## src/rtl/eater_pkg.sv

```systemverilog
// eater_pkg -- shared definitions for the 8-bit breadboard-style CPU
// microsequencer.
//
// Contents:
//   * control-word bit constants (16-bit map, HLT at the MSB, FI at the LSB)
//   * opcode enumeration
//   * flag-bit indices into the registered ALU flag pair
//   * op_length(): number of microsteps an opcode occupies, including fetch
package eater_pkg;

  // Control-word bits, MSB to LSB.
  localparam logic [15:0] HLT = 16'h8000;  // halt clock
  localparam logic [15:0] MI  = 16'h4000;  // memory address register in
  localparam logic [15:0] RI  = 16'h2000;  // RAM in
  localparam logic [15:0] RO  = 16'h1000;  // RAM out
  localparam logic [15:0] IO  = 16'h0800;  // instruction register out
  localparam logic [15:0] II  = 16'h0400;  // instruction register in
  localparam logic [15:0] AI  = 16'h0200;  // A register in
  localparam logic [15:0] AO  = 16'h0100;  // A register out
  localparam logic [15:0] EO  = 16'h0080;  // ALU (sum) out
  localparam logic [15:0] SU  = 16'h0040;  // ALU subtract
  localparam logic [15:0] BI  = 16'h0020;  // B register in
  localparam logic [15:0] OI  = 16'h0010;  // output register in
  localparam logic [15:0] CE  = 16'h0008;  // program counter enable
  localparam logic [15:0] CO  = 16'h0004;  // program counter out
  localparam logic [15:0] J   = 16'h0002;  // jump (program counter in)
  localparam logic [15:0] FI  = 16'h0001;  // flags register in

  typedef enum logic [3:0] {
    OP_NOP = 4'h0,
    OP_LDA = 4'h1,
    OP_ADD = 4'h2,
    OP_SUB = 4'h3,
    OP_STA = 4'h4,
    OP_LDI = 4'h5,
    OP_JMP = 4'h6,
    OP_JC  = 4'h7,
    OP_JZ  = 4'h8,
    OP_OUT = 4'hE,
    OP_HLT = 4'hF
  } opcode_e;

  // Indices into the 2-bit flags input.
  localparam int FLAG_CF = 1;
  localparam int FLAG_ZF = 0;

  // Unclamped instruction length in microsteps (fetch included).
  function automatic int op_length(input logic [3:0] op);
    case (op)
      OP_LDA, OP_STA: op_length = 4;
      OP_ADD, OP_SUB: op_length = 5;
      default:        op_length = 3;
    endcase
  endfunction

endpackage

```

## src/rtl/control_rom.sv

```systemverilog
// control_rom -- combinational microcode ROM.
//
// Maps (step, instruction, flags) to the control word for that step and a
// 'last' flag marking the final microword of the instruction. Also produces
// the following step index so the sequencer needs no length knowledge.
//
// Ports:
//   step        in  STEP_W  microstep index being issued
//   instruction in  OP_W    opcode
//   flags       in  2       {CF, ZF}
//   word        out CW      control word for this step
//   last        out 1       word is the final one of the instruction
//   next_step   out STEP_W  step index to issue on the following edge
module control_rom
  import eater_pkg::*;
#(
  parameter int OP_W      = 4,
  parameter int CW        = 16,
  parameter int STEP_W    = 3,
  parameter int MAX_STEPS = 5
) (
  input  logic [STEP_W-1:0] step,
  input  logic [OP_W-1:0]   instruction,
  input  logic [1:0]        flags,
  output logic [CW-1:0]     word,
  output logic              last,
  output logic [STEP_W-1:0] next_step
);

  logic [3:0]  op4;
  logic        op_known;
  logic [15:0] w16;
  int          len;
  int          s;

  // Opcodes wider than 4 bits with any upper bit set are undefined.
  assign op4      = 4'(instruction);
  assign op_known = (OP_W'(op4) == instruction);

  always_comb begin
    w16       = 16'h0000;
    last      = 1'b0;
    next_step = '0;
    s         = int'(step);

    len = op_known ? op_length(op4) : 3;
    if (len > MAX_STEPS) len = MAX_STEPS;

    if (s >= len) begin
      // Stale step after a mid-instruction opcode change: emit nothing and
      // restart at fetch.
      w16       = 16'h0000;
      last      = 1'b0;
      next_step = '0;
    end else begin
      last      = (s == len - 1);
      next_step = last ? '0 : STEP_W'(s + 1);

      case (s)
        0: w16 = MI | CO;
        1: w16 = RO | II | CE;
        default: begin
          if (op_known) begin
            case (op4)
              OP_LDA: w16 = (s == 2) ? (IO | MI) : (RO | AI);
              OP_ADD: w16 = (s == 2) ? (IO | MI) :
                            (s == 3) ? (RO | BI) : (EO | AI | FI);
              OP_SUB: w16 = (s == 2) ? (IO | MI) :
                            (s == 3) ? (RO | BI) : (EO | AI | SU | FI);
              OP_STA: w16 = (s == 2) ? (IO | MI) : (AO | RI);
              OP_LDI: w16 = IO | AI;
              OP_JMP: w16 = IO | J;
              OP_JC:  w16 = flags[FLAG_CF] ? (IO | J) : 16'h0000;
              OP_JZ:  w16 = flags[FLAG_ZF] ? (IO | J) : 16'h0000;
              OP_OUT: w16 = AO | OI;
              OP_HLT: w16 = HLT;
              default: w16 = 16'h0000;
            endcase
          end
        end
      endcase
    end

    word = CW'(w16);
  end

endmodule

```

## src/rtl/microsequencer.sv

```systemverilog
// microsequencer -- microcode sequencer for the 8-bit breadboard CPU.
//
// Every rising edge (unless halted) registers the control word for the
// current step and advances the step counter. Issuing HLT latches 'halted'
// and freezes the sequencer until reset.
//
// MAX_STEPS must lie in 3 .. 2**STEP_W.
//
// Ports:
//   clk         in  1       clock, rising edge active
//   rst         in  1       asynchronous active-high reset
//   instruction in  OP_W    opcode from the instruction register
//   flags       in  2       registered ALU flags {CF, ZF}
//   ctrl_data   out CW      registered control word
//   step        out STEP_W  microstep index issued on the next edge
//   instr_done  out 1       ctrl_data holds the last word of an instruction
//   halted      out 1       sticky halt status
module microsequencer
  import eater_pkg::*;
#(
  parameter int OP_W      = 4,
  parameter int CW        = 16,
  parameter int STEP_W    = 3,
  parameter int MAX_STEPS = 5
) (
  input  logic              clk,
  input  logic              rst,
  input  logic [OP_W-1:0]   instruction,
  input  logic [1:0]        flags,
  output logic [CW-1:0]     ctrl_data,
  output logic [STEP_W-1:0] step,
  output logic              instr_done,
  output logic              halted
);

  logic [CW-1:0]     rom_word;
  logic              rom_last;
  logic [STEP_W-1:0] rom_next;
  logic              rom_halt;

  control_rom #(
    .OP_W      (OP_W),
    .CW        (CW),
    .STEP_W    (STEP_W),
    .MAX_STEPS (MAX_STEPS)
  ) u_rom (
    .step        (step),
    .instruction (instruction),
    .flags       (flags),
    .word        (rom_word),
    .last        (rom_last),
    .next_step   (rom_next)
  );

  // HLT occupies the control-word MSB.
  assign rom_halt = rom_word[CW-1];

  always_ff @(posedge clk or posedge rst) begin
    if (rst) begin
      ctrl_data  <= '0;
      step       <= '0;
      instr_done <= 1'b0;
      halted     <= 1'b0;
    end else if (!halted) begin
      ctrl_data  <= rom_word;
      step       <= rom_next;
      // A halt word never completes: the machine stops on it.
      instr_done <= rom_last & ~rom_halt;
      halted     <= rom_halt;
    end
  end

endmodule

```

## config.mk

```make
export PLATFORM = sky130hd
export DESIGN_NAME = microsequencer
export DESIGN_NICKNAME = d
export VERILOG_FILES = /design/src/rtl/eater_pkg.sv /design/src/rtl/control_rom.sv /design/src/rtl/microsequencer.sv
export SDC_FILE = /design/constraint.sdc
export NUM_CORES = 1
export LEC_CHECK = 0
export ABC_AREA = 1
export CORE_UTILIZATION = 49
export CTS_BUF_LIST = sky130_fd_sc_hd__clkbuf_16
export CTS_CLUSTER_SIZE = 16
export DETAILED_ROUTE_END_ITERATION = 8
export MAX_ROUTING_LAYER = met4
export PLACE_DENSITY = 0.78
export SYNTH_ARGS = -nofsm -noshare
export SYNTH_HDL_FRONTEND = slang
export SYNTH_SLANG_ARGS = --single-unit
export TNS_END_PERCENT = 30
```

## constraint.sdc

```tcl
create_clock -name clk -period 2 [get_ports clk]
set_input_delay 0.2 -clock clk [delete_from_list [all_inputs] [get_ports clk]]
set_output_delay 0.2 -clock clk [all_outputs]
set_load 0.02 [all_outputs]
```

**Yosys cells after proc, flatten, opt, wreduce, memory -nomap -nowiden**

Index checks and enable logic that the tools add are counted.

- Flip-flop bits (word level): 21
- Input port bits: 8
- Output and inout port bits: 21

- Add/sub/neg operators: 2
- Magnitude comparators: 2
- Equality and inequality tests: 14
- Multiplexer cells: 17
- Bitwise logic cells: 2
- Reduce and logical (&&, ||, !) cells: 3

Operator list:

| cell | count |
|---|---|
| one-hot mux 16 bit (10 select lines) | 1 |
| two-way mux 16 bit | 3 |
| equality test 4 x 32 -> 1 bit | 1 |
| one-hot mux 16 bit (2 select lines) | 1 |
| two-way mux 15 bit | 2 |
| two-way mux 13 bit | 2 |
| two-way mux 12 bit | 2 |
| equality test 4 x 3 -> 1 bit, second input constant | 4 |
| equality test 4 bit, second input constant | 3 |
| two-way mux 3 bit | 3 |
| equality test 4 x 2 -> 1 bit, second input constant | 2 |
| equality test 3 bit, second input constant | 2 |
| one-hot mux 3 bit (2 select lines) | 1 |
| equality test 4 x 1 -> 1 bit, second input constant | 1 |
| OR reduction 2 bit | 2 |
| subtractor 3 x 1 -> 4 bit, second input constant | 1 |
| adder 3 x 1 -> 3 bit, second input constant | 1 |
| equality test 3 x 1 -> 1 bit, second input constant | 1 |
| >= comparator 3 bit | 1 |
| > comparator 3 bit, second input constant | 1 |
| logical NOT 3 bit | 1 |
| two-way mux 1 bit | 2 |
| bitwise AND 1 bit | 1 |
| NOT 1 bit | 1 |

**Longest topological paths before layout**

Gate-level depths: netlist (run 1).

- Depth after elaboration: 9
- Gate-level depth with buffers: 13

**Modules after synthesis**

A second synthesis (run 1) with hierarchy kept.

- Cells, all modules: 188
- Area total of the unflattened synthesis: 1326.3 µm²

By module, submodules not included:

| module | times used | cells an instance | area each (µm²) |
|---|---|---|---|
| microsequencer | 1 | 87 | 793.3 |
| control_rom | 1 | 101 | 533.0 |

**Least setup slack after synthesis (run 1)**

No wires, ideal clock.

- Path type: input to register
- Start point: input instruction[1]
- End point: register ctrl_data[4]
- Setup time: 83 ps
- Data arrival time: 1704 ps
- Required time: 1917 ps
- Path slack: 214 ps
- Cell stages on the path: 13
- Buffers on the path: 1
- Cell sequence: buf_4 nor2_1 nand2_1 nand3_2 inv_1 ha_1 nand2_1 nand2_1 inv_1 nand3_1 nor2_2 nand2_1 o21ai_0

- Longest elaborated chain between the ends: 7
- Elaborated cells on any way between the ends: 19
- Those cells by class: order compare (2); eq/ne (10); mux (5); reduce/logical (2)

RTL lines:

| item | RTL line | RTL |
|---|---|---|
| start: declaration | microsequencer.sv:28 | `input logic [OP_W-1:0] instruction,` |
| equality test 4 x 2 -> 1 bit (tied with other cells) | eater_pkg.sv:49, control_rom.sv:64 |  |
| OR reduction 2 bit | eater_pkg.sv:49 | `case (op)` |
| one-hot mux 3 bit (2 select lines) | eater_pkg.sv:49 |  |
| > comparator 3 bit | control_rom.sv:47 | `if (len > MAX_STEPS) len = MAX_STEPS;` |
| two-way mux 3 bit | control_rom.sv:47 |  |
| >= comparator 3 bit | control_rom.sv:49 | `if (s >= len) begin` |
| two-way mux 16 bit (*) | control_rom.sv:49 |  |
| end signal: assignment | microsequencer.sv:65 | `ctrl_data <= rom_word;` |
| end: declaration | microsequencer.sv:30 | `output logic [CW-1:0] ctrl_data,` |

Every way passes the cells marked *; elsewhere a longest branch is shown, timed or not.
A chain may end at the register's enable or synchronous reset.

**Worst setup path in the final report (run 1)**

- Start point: input instruction[1]
- End point: register ctrl_data[12]

Same word-level chain as after synthesis.

==> out/results.txt, run 1 <==
Status -> completed
Total grt overflow -> 0
Final GP Congestion -> 0.8952
Yosys reg bits -> 19
Core area -> 2455 um^2
Area leader, netlist -> dfrtp_1
Pwr Density -> 505.7 nW/um^2
CTS H-tree lvls -> 1
Yosys warnings -> 0
Reg2Reg Depth -> 8
Slew Limit Headroom -> 50.07%
Largest net degree at the start of global routing -> 20
Die Y -> 52.74 um
Critical Path Sink -> ctrl_data[12]
TritonRoute pass-1 iters -> 4
Vias in the first global route -> 1258
Most frequent cells after synthesis -> nand2_1 (56), nand3_1 (21), inv_1 (20)
Startpoint types -> primary input
WL final -> 3438 um
Area Growth Syn to Fin -> 44.94%
Most common cell in the netlist -> nand2_1
Post-synth EDFFs -> 0
Sink Count -> 19
Initial Util -> 51.38%
Hold buffer count at CTS -> 0
# fillers -> 176
I/O pin cnt -> 29
Drt first-iter violations -> 57
Mapped Nets -> 189
Antenna Cells -> 0
RSZ-0062 raised after global routing -> false
DP Worst Slack -> -0.4528 ns
CTS tree -> yes
Register area -> 475.5 um^2
Yosys top cell area share -> 37.70%
Leakage power -> 0.9352 nW
Hold Vio Cnt, Final -> 0
Final nets -> 235
Initial antenna violation count -> 0
Mapped Area -> 1261 um^2
WP data arrival -> 2.08 ns
Total negative slack -> 0 ns
Syn Inst Count -> 173
Slew Limit Fails -> 0
Period utilization -> 94.29%
DIE WIDTH -> 52.74 um
Max-cap violations -> 0
Rows -> 18
Final worst path period need -> 1.886 ns
R2r startpoint -> step[2]
Num CTS Buffers -> 3
Async set or reset register ratio after synthesis -> 100.0%
Hold WS -> 0.3799 ns
Largest fanout on the critical path -> 6
Clk buf depth -> 2
Syn Area/Cell -> 7.290 um^2
Final WS setup -> 0.1142 ns
Worst Setup End Kind -> flop
Drc violations -> 0
Max Clock Freq -> 530.3 MHz
Number of distinct library cells after synthesis -> 20
First-pass GRT wire length -> 5382 um
Crit Reg-Reg Endpoint -> ctrl_data[12]
Post-DP HPWL -> 2469 um
Hold/Removal Path Class -> primary input to async pin
Die Area -> 2781 um^2
Final instance area -> 1828 um^2
CTS root buf -> clkbuf_16
Main flop type after synthesis -> dfrtp_1
CP Class -> primary input to flop
Area after DPL -> 1669 um^2
Top post-synthesis cells by area -> dfrtp_1 (38%), nand2_1 (17%), nand3_1 (8.3%)
Worst Setup SP -> instruction[1]
DR vias -> 1336
Gr usage total -> 28.11%
Post-synthesis sequential area ratio -> 37.70%
Clock-pin transition on the worst setup and hold timing paths -> 0.06 ns
Remaining antenna violation count -> 0
Clk_lat worst skew -> 0.26 ns
WL/cell -> 13.86 um
Layout cell share with drive strength beyond 1 -> 22.02%
Reg2Reg Setup Slack -> 0.26 ns
Multi-input logic area -> 728.2 um^2
Max rail drop VDD -> 0.5668 mV
Vias per cell -> 5.387
Slew of the pin with the lowest slew margin -> 0.7481 ns
PortBufs -> 28
Setup Skew -> 0.005474 ns
Final setup fails -> 0
WP data required -> 2.20 ns
[sequential cells by signal (all words and copies together) (netlist names)]
register	cells
halted	1
ctrl_data	14
instr_done	1
step	3
[layout make-up]
type,count,share of cell area [%]
clock buffer,3,4.107
clock inverter,1,0.2053
sequential,19,26.01
tap,30,2.053
multi-input combinational,125,39.84
inverter,24,4.928
timing repair buffer,46,22.86
[layout by cell type (no fill, tap or decap), drive strengths merged]
| master | n |
|---|---|
| a21oi | 2 |
| nand2 | 59 |
| clkbuf | 3 |
| o21ai | 4 |
| dlymetal6s2s | 2 |
| clkdlybuf4s50 | 24 |
| nand4 | 6 |
| and2b | 1 |
| nand3 | 23 |
| ha | 8 |
| dlygate4sd2 | 2 |
| nor2 | 20 |
| inv | 25 |
| buf | 18 |
| dfrtp | 19 |
| nand3b | 2 |
[per-stage QoR]
step / util [%] / power, mW / cells
6_report: 74.46 / 0.9244 / 248
3_5_place_dp: 67.99 / 0.5022 / 243
2_1_floorplan: - / 0.4468 / 173
4_1_cts: 72.32 / 0.9152 / 247
3_3_place_gp: 67.99 / 0.4969 / 243
5_1_grt: 74.46 / 0.9541 / 248
[metal layers]
layer	global-route usage (%)	up-vias	part of all wire, %
met4	16.23	0	3.7
met2	47.05	63	51
met5	-	-	0
met1	30.84	616	39
li1	-	636	-
met3	5.507	21	5.8
[logic make-up (layout without fill, tap and decap cells)]
group	after synthesis	count (layout)	share of synthesized area (%)
simple gates	111	111	41.57
compound gates	6	6	2.678
fa+ha+maj	8	8	7.937
buf+inv	29	74	10.12
flops	19	19	37.70
[where the power goes]
| group | total (mW) | switching, mW | internal, mW |
|---|---|---|---|
| clock network | 0.417 | 0.150 | 0.267 |
| logic | 0.123 | 0.0700 | 0.0532 |
| registers | 0.385 | 0 | 0.385 |
[worst min-delay path by stage]
| stage | end | startpoint | slack (ns) | depth (start not counted) |
|---|---|---|---|---|
| floorplan | ctrl_data[10] | rst | 0.15 | 1 |
| global placement | ctrl_data[9] | ctrl_data[9] | 0.46 | 2 |
| detailed placement | ctrl_data[11] | ctrl_data[11] | 0.46 | 2 |
| CTS | ctrl_data[8] | rst | 0.41 | 2 |
| global route | ctrl_data[11] | rst | 0.46 | 2 |
| finish | ctrl_data[7] | rst | 0.38 | 2 |
[what timing repair did]
action,4_1_cts,5_1_grt
resized for setup,7,11
setup endpoints to repair,16,16
pin swaps,1,4
setup buffers,0,1
[worst max-delay path, stage by stage]
cell,delay [ns]
dlygate4sd2_1,0.31
nor2_2,0.19
nand2_1,0.12
nand3_4,0.09
inv_1,0.07
ha_4,0.23
nand2_1,0.06
nand2_1,0.09
inv_2,0.08
nand4_1,0.18
nor2_4,0.26
nand3_2,0.11
nand2_2,0.08
(Power assumes the default switching activity.)
==> run 2: changes to the inputs <==
--- a/config.mk
+++ b/config.mk
@@ -12,6 +12,7 @@
 export DETAILED_ROUTE_END_ITERATION = 8
 export MAX_ROUTING_LAYER = met4
 export PLACE_DENSITY = 0.78
+export SKIP_LAST_GASP = 1
 export SYNTH_ARGS = -nofsm -noshare
 export SYNTH_HDL_FRONTEND = slang
 export SYNTH_SLANG_ARGS = --single-unit
==> results of run 2 <==
Same layout as run 1: the final DEF is identical, and so are final timing and power.
==> run 3: changes to the inputs <==
--- a/config.mk
+++ b/config.mk
@@ -6,6 +6,7 @@
 export NUM_CORES = 1
 export LEC_CHECK = 0
 export ABC_AREA = 1
+export CORE_MARGIN = 2
 export CORE_UTILIZATION = 49
 export CTS_BUF_LIST = sky130_fd_sc_hd__clkbuf_16
 export CTS_CLUSTER_SIZE = 16
==> run 3 against run 2 <==
Cell count fell by 1.2%. Clock power down 3%. Utilization is 3.8 points lower. First-iteration DRC count fell by 28%. Clock-buffer cell count did not move. Critical path type unchanged. Sequential cell count is the same.
==> out/results.txt, run 3 (synthesis results as in run 1) <==
Post-DP HPWL -> 2366 um
Period utilization -> 92.71%
Commonest non-fill, non-tap cell in the layout -> nand2_1
Final worst path period need -> 1.854 ns
Delay-heaviest family, CP -> simple AND/OR/NAND/NOR gates
Max Clock Freq -> 539.3 MHz
Status -> completed
WL/cell -> 12.23 um
Final GP Congestion -> 0.8942
Num CTS Buffers -> 3
Switching pwr -> 199.3 uW
Gr usage total -> 23.69%
Hold Vio Cnt, Final -> 0
CP bufs+invs -> 4
Final setup fails -> 0
Clock-pin transition on the worst setup and hold timing paths -> 0.05 ns
Most frequent cells in the layout -> nand2_1 (56), clkdlybuf4s50_1 (24), nand3_1 (21), inv_1 (21), dfrtp_1 (19)
Drc violations -> 0
CP Class -> primary input to flop
PortBufs -> 28
WP data required -> 2.19 ns
Leakage power -> 0.9020 nW
Reg with most FFs -> ctrl_data
Largest stage delay on the critical path -> 0.33 ns
CP Cell Sequence -> dlygate4sd2_1, nor2_2, nand2_1, nand3_2, inv_1, ha_1, nand2_1, nand2_1, inv_1, nand3_1, buf_4, o21ai_2, and2b_1
Largest registers -> ctrl_data (14), step (3)
Sw Ratio -> 22.25%
Finished Layout Cells -> 245
Setup Skew -> 0.002960 ns
Drt first-iter violations -> 41
Layout cell share with drive strength beyond 1 -> 16.28%
Critical path's most frequent cell -> nand2_1
Slew Limit Fails -> 0
CTS root buf -> clkbuf_16
Setup bufs post-CTS -> 0
Clk_lat worst skew -> 0.25 ns
First-pass GRT wire length -> 4926 um
Largest fanout on the critical path -> 5
Rows -> 18
Number of flip-flops in the largest register -> 14
CTS H-tree lvls -> 1
Comb power frac -> 11.9%
WP data arrival -> 2.04 ns
Vias per cell -> 5.094
Core area -> 2455 um^2
Final nets -> 232
TritonRoute pass-1 iters -> 4
Die Y -> 54.74 um
Cell Count Post-Placement -> 241
Largest net degree at the start of global routing -> 20
Clk pwr share -> 45.1%
Max rail drop VDD -> 0.4716 mV
WL final -> 2997 um
Flop pwr share -> 43.0%
Pwr Density -> 516.1 nW/um^2
Sink Count -> 19
Worst Setup SP -> instruction[1]
Worst Setup End Kind -> flop
Area Growth Syn to Fin -> 37.60%
Initial antenna violation count -> 0
Antenna Cells -> 0
Initial Util -> 51.38%
Total grt overflow -> 0
Remaining antenna violation count -> 0
Die Area -> 2996 um^2
Startpoint types -> primary input
Max-cap violations -> 0
Slew Limit Headroom -> 50.44%
Slowest CP cell -> dlygate4sd2_1
DR vias -> 1248
R2r startpoint -> step[2]
Hold/Removal Path Class -> primary input to async pin
Total power -> 895.7 uW
Clk buf depth -> 2
DIE WIDTH -> 54.74 um
Vias in the first global route -> 1173
CTS tree -> yes
Internal cell power -> 696.4 uW
Slew of the pin with the lowest slew margin -> 0.7426 ns
I/O pin cnt -> 29
RSZ-0062 raised after global routing -> false
[run 3: cell types whose count changed in the layout (fill, tap and decap cells not counted), sizes merged]
cell | previous run | this run
dlymetal6s2s | 2 | 0
dlygate4sd2 | 2 | 4
buf | 18 | 15
[run 3: area by class of cell]
class                      instances  area [um^2]
clock buffer                       3        75.07
clock inverter                     1        3.754
fill                             199        719.4
inverter                          24        90.09
multi-input combinational        125        665.6
sequential                        19        475.5
tap                               30        37.54
timing repair buffer              43        387.9
[run 3: final timing paths]
check / endpoint / slack (ns) / cells after the start
worst max-delay path: ctrl_data[15] / 0.15 / 13
worst min-delay path: ctrl_data[7] / 0.38 / 2
worst max register to register: ctrl_data[15] / 0.29 / 8
worst min register to register: ctrl_data[1] / 0.48 / 2
max in group asynchronous: ctrl_data[10] / 1.15 / 2
min in group clk: ctrl_data[1] / 0.48 / 2
[run 3: metal layers]
metal  GRT usage [%]  wire, um  up-vias
met2           40.08      1496       46
met3           3.552       154        8
met4           7.917        63        0
met5               -         0        -
met1           28.60      1282      563
li1                -         -      631
[run 3: power groups by stage]
stage / clock network (mW) / registers, mW / logic [mW]
3_5_place_dp: 0 / 0.391 / 0.107
6_report: 0.404 / 0.385 / 0.107
4_1_cts: 0.407 / 0.385 / 0.105
3_3_place_gp: 0 / 0.391 / 0.102
5_1_grt: 0.428 / 0.384 / 0.119
2_1_floorplan: 0 / 0.391 / 0.0554
[run 3: stage by stage]
step	worst slack (ns)	utilization, %	TNS [ns]	hold WS (ns)	area [um^2]
2_1_floorplan	0.2138	-	0	0.1511	1261
3_3_place_gp	-0.2750	67.38	-3.012	0.4635	1654
3_5_place_dp	-0.3557	67.38	-5.097	0.4667	1654
4_1_cts	0.1515	70.59	0	0.4017	1733
5_1_grt	0.02099	70.69	0	0.4771	1735
6_report	0.1458	70.69	0	0.3780	1735
[run 3: timing repair]
action	in CTS	in global routing
gates cloned	0	0
endpoints found under the hold margin	0	0
hold buffers	0	0
resized for setup	5	1
pin swaps	0	0
endpoints found under the setup margin	15	6
